[config.mk]
export PLATFORM = sky130hd
export DESIGN_NAME = mem_arbiter
export DESIGN_NICKNAME = d
export VERILOG_FILES = /design/src/rtl/mem_arbiter.sv
export SDC_FILE = /design/constraint.sdc
export NUM_CORES = 1
export LEC_CHECK = 0
export ABC_AREA = 1
export CAP_MARGIN = 20
export CORE_AREA = 2 2 104 106
export CTS_BUF_LIST = sky130_fd_sc_hd__clkbuf_4 sky130_fd_sc_hd__clkbuf_8 sky130_fd_sc_hd__clkbuf_16
export DETAILED_ROUTE_END_ITERATION = 16
export DIE_AREA = 0 0 106 108
export PLACE_DENSITY = 0.87
export SLEW_MARGIN = 20
export SYNTH_ARGS = -nofsm -noshare
export SYNTH_HDL_FRONTEND = slang
export SYNTH_SLANG_ARGS = --single-unit
[constraint.sdc]
create_clock -name clk -period 7.55 [get_ports clk]
set_input_delay 1.51 -clock clk [delete_from_list [all_inputs] [get_ports clk]]
set_output_delay 1.51 -clock clk [all_outputs]
set_load 0.05 [all_outputs]
[src/rtl/mem_arbiter.sv]
// Two-requester arbiter for the single mock memory port.
// Instruction fetch (I) and load/store (D) share one access per cycle.
// D normally wins contention; a starvation counter guarantees I a slot
// after MAX_STARVE consecutive passed-over cycles. Read data is registered
// into a one-cycle response pulse per side.
module mem_arbiter #(
  parameter int MAX_STARVE = 3
) (
  input  logic        clk,
  input  logic        rst,
  input  logic        i_req,
  input  logic [31:0] i_addr,
  output logic        i_gnt,
  output logic        i_rvalid,
  output logic [31:0] i_rdata,
  output logic        i_err,
  input  logic        d_req,
  input  logic [31:0] d_addr,
  input  logic [1:0]  d_sel,
  input  logic        d_wen,
  input  logic [31:0] d_wdata,
  output logic        d_gnt,
  output logic        d_rvalid,
  output logic [31:0] d_rdata,
  output logic        d_err,
  output logic [31:0] m_addr,
  output logic [1:0]  m_sel,
  output logic        m_wen,
  output logic [31:0] m_wdata,
  input  logic [31:0] m_rdata
);

  localparam logic [3:0] STARVE_MAX = 4'(MAX_STARVE);

  typedef struct packed {
    logic        vld;
    logic        err;
    logic [31:0] data;
  } rsp_t;

  logic [3:0] starve_cnt;
  logic       i_mis, d_mis, i_win;
  rsp_t       i_rsp, d_rsp;

  assign i_mis = |i_addr[1:0];

  // D misalignment: half on odd byte, word off a 4-byte boundary, reserved size
  always_comb begin
    d_mis = 1'b0;
    case (d_sel)
      2'd1:    d_mis = d_addr[0];
      2'd2:    d_mis = |d_addr[1:0];
      2'd3:    d_mis = 1'b1;
      default: d_mis = 1'b0;
    endcase
  end

  // I wins when alone or when it has waited its bounded share of cycles
  assign i_win = i_req & (~d_req | (starve_cnt == STARVE_MAX));
  assign i_gnt = ~rst & i_win;
  assign d_gnt = ~rst & d_req & ~i_win;

  // Drive the memory port from whichever side holds the grant
  always_comb begin
    m_addr  = '0;
    m_sel   = 2'd2;
    m_wen   = 1'b0;
    m_wdata = '0;
    if (i_gnt) begin
      m_addr = i_addr;
    end else if (d_gnt) begin
      m_addr  = d_addr;
      m_sel   = d_sel;
      m_wen   = d_wen & ~d_mis;
      m_wdata = d_wdata;
    end
  end

  // Count consecutive cycles in which a waiting fetch lost to D
  always_ff @(posedge clk or posedge rst) begin
    if (rst)
      starve_cnt <= '0;
    else if (i_gnt || !i_req)
      starve_cnt <= '0;
    else if (d_gnt && starve_cnt != STARVE_MAX)
      starve_cnt <= starve_cnt + 4'd1;
  end

  // Capture the granted access into a one-cycle response; data/err hold otherwise
  always_ff @(posedge clk or posedge rst) begin
    if (rst) begin
      i_rsp <= '0;
      d_rsp <= '0;
    end else begin
      i_rsp.vld <= i_gnt;
      d_rsp.vld <= d_gnt;
      if (i_gnt) begin
        i_rsp.err  <= i_mis;
        i_rsp.data <= i_mis ? 32'd0 : m_rdata;
      end
      if (d_gnt) begin
        d_rsp.err  <= d_mis;
        d_rsp.data <= (d_mis || d_wen) ? 32'd0 : m_rdata;
      end
    end
  end

  assign i_rvalid = i_rsp.vld;
  assign i_err    = i_rsp.err;
  assign i_rdata  = i_rsp.data;
  assign d_rvalid = d_rsp.vld;
  assign d_err    = d_rsp.err;
  assign d_rdata  = d_rsp.data;

endmodule

==> results of run 1 <==
[cell families (layout without fill, tap and decap cells)]
group	Yosys count	in the layout	share of synthesized area
AOI/OAI and AO/OA	37	37	0.0490
buffers and inverters	106	369	0.127
and+or+nand+nor	355	355	0.351
xor gates and xnor gates	1	1	0.00227
adders and majority gates	1	1	0.00324
DFF	72	72	0.467
[final cells by class]
cell class                 count  area [sq um]
multi-input combinational    394          1580
clock inverter                 6          67.6
fill                         825          3100
tap                          136           170
inverter                      76           285
sequential                    72          1800
timing repair buffer         277          3090
clock buffer                  10           138
[per-stage QoR]
step                      instances  total power [uW]  area (sq um)  hold slack, ns  utilization
final                           971              1220          7130           0.482        0.697
after global routing            971              1280          7130           0.506        0.697
after global placement          955               911          6920           0.456        0.677
after detailed placement        955               917          6920           0.463        0.677
after floorplan                 572               695          3860           0.536            -
after CTS                       971              1230          7130           0.485        0.697
[flip-flops by register name, summed over array words and instances, names as in the netlist]
| name | flops |
|---|---|
| d_err | 1 |
| d_rdata | 32 |
| d_rvalid | 1 |
| i_err | 1 |
| i_rdata | 32 |
| i_rvalid | 1 |
| starve_cnt | 4 |
[worst min-delay path, delay by kind of cell (launching register included)]
kind	cells	cell delay, ns
flip-flops	1	0.35
AND/OR/NAND/NOR	2	0.10
[power groups by stage]
stage	registers [uW]	clock network [uW]	logic (uW)
2_1_floorplan	554	0	142
3_3_place_gp	441	0	470
3_5_place_dp	442	0	475
4_1_cts	435	323	477
5_1_grt	439	339	497
6_report	435	313	473
[placed cells by master, fill, tap and decap left out]
cell type,instances
a21oi_1,2
a21oi_4,1
buf_12,33
buf_4,6
bufinv_16,1
clkbuf_8,10
clkdlybuf4s50_1,238
clkinv_2,1
clkinv_4,1
clkinvlp_4,2
dfrtp_1,72
ha_1,1
inv_1,74
inv_2,2
inv_6,1
nand2_1,273
nand2_2,3
nand3_1,4
nand3_2,1
nand4_1,2
nor2_1,70
nor2_2,1
nor3_1,1
o21ai_0,13
o21ai_1,21
xor2_1,1
[worst min path at each step]
stage | from | to | slack, ns | cells past startpoint
final | d_err | d_err | 0.48 | 2
after CTS | d_rdata[26] | d_rdata[26] | 0.48 | 2
after global placement | d_err | d_err | 0.46 | 2
after detailed placement | d_err | d_err | 0.46 | 2
after global routing | d_rdata[12] | d_rdata[12] | 0.51 | 2
after floorplan | starve_cnt[1] | starve_cnt[1] | 0.54 | 2
[layer usage]
metal	share of wire	track usage	wire length [microns]
met5	0	0	0
met3	0.074	0.0579	1030
met4	0.019	0.0733	269
met1	0.39	0.290	5420
met2	0.52	0.422	7270
==> flow_summary.ini, run 1 <==
[run_status]
status = completed

[yosys]
ys_ff_latch = 72
syn_area_sq_um = 3860
syn_nets = 708
postSynth.asyncResetShare = 1.00
synth_edf_count = 0
yosys_most_used_dff = dfrtp_1
ys_seq_area_frac = 0.467
syn_area_per_cell_sq_um = 6.74
synth.area.top_cells = dfrtp_1, nand2_1, inv_1
yosysTopAreaCell = dfrtp_1
synth_top_area_share = 0.467
yosysUniqueCellTypes = 21
synth_cells = 572
synth_top_cells_by_count = nand2_1, inv_1, dfrtp_1
synth.most_common_cell = nand2_1
yosysWarnings = 0

[clocking]
postCtsSetupBuffers = 0
cts_root_buf = clkbuf_8
holdBufCountCts = 0
cts_tree = built
clkLatencyLatePin_ns = 0.35
cts_resized = 0
cts_sinks = 72
htreeDepth = 3
cts_buffers = 9
clock_path_buffers = 2
path_clk_slew_ns = 0.08

[timing]
setup_ws_ns = 1.96
slew_headroom = 0.384
tightest_slew_ns = 0.923
finalCritPeriodShare = 0.741
slew_viol_final = 0
period_minus_slack_ns = 5.59
tns_ns = 0
setup_viol = 0
skew_ns = 0.00855
fmax_mhz = 179
rsz0062_at_grt = no
hold_viol = 0

[setup_path]
critical_path_class = in -> out
regToRegEndpoint = d_rdata[23]
critPathBufInv = 4
end_kind = primary output
start_kind = input port
cp.depth = 7
crit_end = m_wdata[9]
r2r_cells = 7
rrSetupSlack_ns = 5.25
r2r_start = starve_cnt[0]
critPathLaunch = rst
required_ns = 6.04
slowest_delay_ns = 0.86
path_cells = clkdlybuf4s50_1 -> inv_2 -> nand2_1 -> inv_1 -> nand2_2 -> nor2_1 -> clkdlybuf4s50_1
path_max_fanout = 46
critical_path.top_delay_family = buffers and inverters
slowest_stage = clkdlybuf4s50_1
path_common_cell = clkdlybuf4s50_1
cp_data_arrival_time_ns = 4.08

[pwr]
seqPwrFrac = 0.357
combPwrFrac = 0.387
ir_drop_uv = 97.6
leakage_uw = 0.00355
p_sw_uw = 453
p_int_uw = 768
pwr-share-clk = 0.256
pwr_density_cell_nw_per_um2 = 171
p_sw_frac = 0.371

[placed_design]
place_congestion = 0.834
pre_cts_ws_ns = 1.97
dp_hpwl_microns = 10600
port_buffers = 271

[final_layout]
drive_gt1_frac = 0.0754
n_antenna_cell = 0
area_growth_pct = 84.8
finalNetCount = 966

[global_route]
grt_overflow_total = 0
grt_max_degree = 75
grt_pass1_wl_microns = 21200
grt_usage = 0.239
grt_pass1_vias = 4050
antenna_found_initial = 0

[die]
die_x_microns = 106
coreArea_sq_um = 10200
rows = 37
io_pins = 272
dieArea_sq_um = 11400
die_y_microns = 108
initial_core_util = 0.377

[drt]
drtPass1Iterations = 4
wire_per_inst_microns = 14.4
remaining_drc_errors = 0
drt-total-wl_microns = 14000
drt-initial-drc-count = 206
vias_per_cell = 4.41
vias = 4286
postRouteAntennaNets = 0

[job]
maxCapViolCount = 0

[worst_hold_path]
min_path_type = reg -> reg
Note: power is estimated with default switching activity, not from simulation.
==> run 2: changes to the inputs <==
--- a/config.mk
+++ b/config.mk
@@ -7,11 +7,10 @@
 export LEC_CHECK = 0
 export ABC_AREA = 1
 export CAP_MARGIN = 20
-export CORE_AREA = 2 2 104 106
+export CORE_UTILIZATION = 35
 export CTS_BUF_LIST = sky130_fd_sc_hd__clkbuf_4 sky130_fd_sc_hd__clkbuf_8 sky130_fd_sc_hd__clkbuf_16
 export DETAILED_ROUTE_END_ITERATION = 16
-export DIE_AREA = 0 0 106 108
-export PLACE_DENSITY = 0.87
+export PLACE_DENSITY = 0.83
 export SLEW_MARGIN = 20
 export SYNTH_ARGS = -nofsm -noshare
 export SYNTH_HDL_FRONTEND = slang
==> constraint.sdc (replaced) <==
create_clock -name clk -period 5.5 [get_ports clk]
set_input_delay 1.1 -clock clk [delete_from_list [all_inputs] [get_ports clk]]
set_output_delay 1.1 -clock clk [all_outputs]
set_load 0.05 [all_outputs]
==> run 2 against run 1 <==
Against the previous run: worst hold slack lost 0.00098 ns; die area is essentially flat; core utilization shrank 1.3 points; critical path type unchanged; largest cell class unchanged; highest routed layer unchanged.
==> flow_summary.ini, run 2 (synthesized netlist as in run 1, its figures left out) <==
[final_layout]
layout_commonest_cell = nand2_1
area_growth_pct = 86.2
multiInputGateArea_sq_um = 1580
ff_latch_area_sq_um = 1800
drive_gt1_frac = 0.0766
finalNetCount = 968
num-fill-cells = 882
n_antenna_cell = 0
final_cell_mix = nand2_1, clkdlybuf4s50_1, inv_1
finalNonFillerCells = 972

[setup_path]
slowest_delay_ns = 0.85
rrSetupSlack_ns = 3.32
r2r_cells = 9
path_common_cell = clkdlybuf4s50_1
end_kind = primary output
r2r_start = starve_cnt[1]
path_max_fanout = 32
required_ns = 4.40
start_kind = input port
path_cells = clkdlybuf4s50_1 -> clkinv_2 -> nand2_1 -> inv_1 -> nand2_2 -> buf_4 -> nor2_1 -> clkdlybuf4s50_1
slowest_stage = clkdlybuf4s50_1
regToRegEndpoint = d_rdata[5]
critical_path_class = in -> out
cp_data_arrival_time_ns = 3.67

[drt]
remaining_drc_errors = 0
wire_per_inst_microns = 14.5
drtPass1Iterations = 4
vias = 4277
postRouteAntennaNets = 0
drt-initial-drc-count = 271
drt-total-wl_microns = 14100
vias_per_cell = 4.40

[timing]
tightest_slew_ns = 0.935
fin_hold_ws_ns = 0.481
finalCritPeriodShare = 0.867
tns_ns = 0
hold_viol = 0
slew_viol_final = 0
setup_ws_ns = 0.733
fmax_mhz = 210
period_minus_slack_ns = 4.77
setup_viol = 0
skew_ns = 0.00636
slew_headroom = 0.377
rsz0062_at_grt = no

[worst_hold_path]
min_path_type = reg -> reg
hold_end = d_rdata[14]
worstHoldStart = d_rdata[14]
whs_path_depth = 2

[pwr]
ir_drop_uv = 165
leakage_uw = 0.00358
pwr_density_cell_nw_per_um2 = 244

[die]
initial_core_util = 0.367
io_pins = 272
die_y_microns = 107
dieArea_sq_um = 11400
coreArea_sq_um = 10500
rows = 37
die_x_microns = 107

[placed_design]
pre_cts_ws_ns = 0.757
port_buffers = 271
place_congestion = 0.825
dp_hpwl_microns = 10600
place_inst = 957

[clocking]
cts_buffers = 9
clock_path_buffers = 2
cts_root_buf = clkbuf_8
clkLatencyLatePin_ns = 0.33
holdBufCountCts = 0
postCtsSetupBuffers = 0
cts_sinks = 72
path_clk_slew_ns = 0.08
cts_resized = 0
htreeDepth = 3
cts_tree = built

[global_route]
met1_usage = 0.304
grt.busiest_layer = met2
grt_max_degree = 75
met2_usage = 0.414
grt_use_met3 = 0.0578
grt_pass1_wl_microns = 21300
grt_overflow_total = 0
grt_usage = 0.243
grt_pass1_vias = 4063
antenna_found_initial = 0

[job]
maxCapViolCount = 0

[run_status]
status = completed
==> run 2: cell count changes in the layout (fill, tap and decap cells not counted) <==
cell,delta
inv_2,-1
clkinv_4,-1
bufinv_16,+2
buf_4,+2
inv_6,-1
==> run 2: final cells by class <==
type / instances / share of cell area
clock buffers: 10 / 0.0192
multi-input cells: 394 / 0.220
well taps: 136 / 0.0237
clock inverters: 5 / 0.0146
flip-flops and latches: 72 / 0.251
repair buffers: 279 / 0.432
inverters: 76 / 0.0399
==> run 2: stage by stage <==
stage,cell area (sq um),total power (uW),utilization
floorplan,3860,955,-
global placement,6940,1250,0.660
detailed placement,6940,1260,0.660
CTS,7180,1770,0.683
global route,7180,1830,0.683
finish,7180,1750,0.683
==> run 2: worst max-delay path by stage <==
stage	from	cells after the start	slack [ns]	to
2_1_floorplan	rst	6	0.79	m_wen
3_3_place_gp	rst	8	0.81	m_addr[1]
3_5_place_dp	rst	8	0.76	m_wdata[3]
4_1_cts	rst	8	0.74	m_wdata[3]
5_1_grt	rst	8	0.55	m_addr[1]
6_report	rst	8	0.73	m_wdata[4]
==> run 2: per-layer routing <==
metal  vias up  part of all wire
met5         -                 0
met4         0             0.021
met3        22             0.073
met2       184              0.50
met1      1883              0.41
li1       2188                 -
==> run 2: where the power goes <==
part | internal [uW] | total, uW | switching, uW | leakage (uW)
logic | 259 | 650 | 392 | 0.00249
registers | 573 | 598 | 25.2 | 0.000972
clock network | 311 | 502 | 191 | 0.000115
total | 1140 | 1750 | 608 | 0.00358
==> run 2: critical path: cells and delay by family <==
kind                   cells  cell delay (ns)
buffers and inverters      5             1.88
AND/OR/NAND/NOR            3             0.66
==> run 3: changes to the inputs <==
--- a/config.mk
+++ b/config.mk
@@ -6,11 +6,12 @@
 export NUM_CORES = 1
 export LEC_CHECK = 0
 export ABC_AREA = 1
-export CAP_MARGIN = 20
+export CAP_MARGIN = 0
 export CORE_UTILIZATION = 35
 export CTS_BUF_LIST = sky130_fd_sc_hd__clkbuf_4 sky130_fd_sc_hd__clkbuf_8 sky130_fd_sc_hd__clkbuf_16
 export DETAILED_ROUTE_END_ITERATION = 16
 export PLACE_DENSITY = 0.83
+export SKIP_CTS_REPAIR_TIMING = 1
 export SLEW_MARGIN = 20
 export SYNTH_ARGS = -nofsm -noshare
 export SYNTH_HDL_FRONTEND = slang
==> results of run 3 <==
Final layout, timing and power as in run 2 (identical DEF).
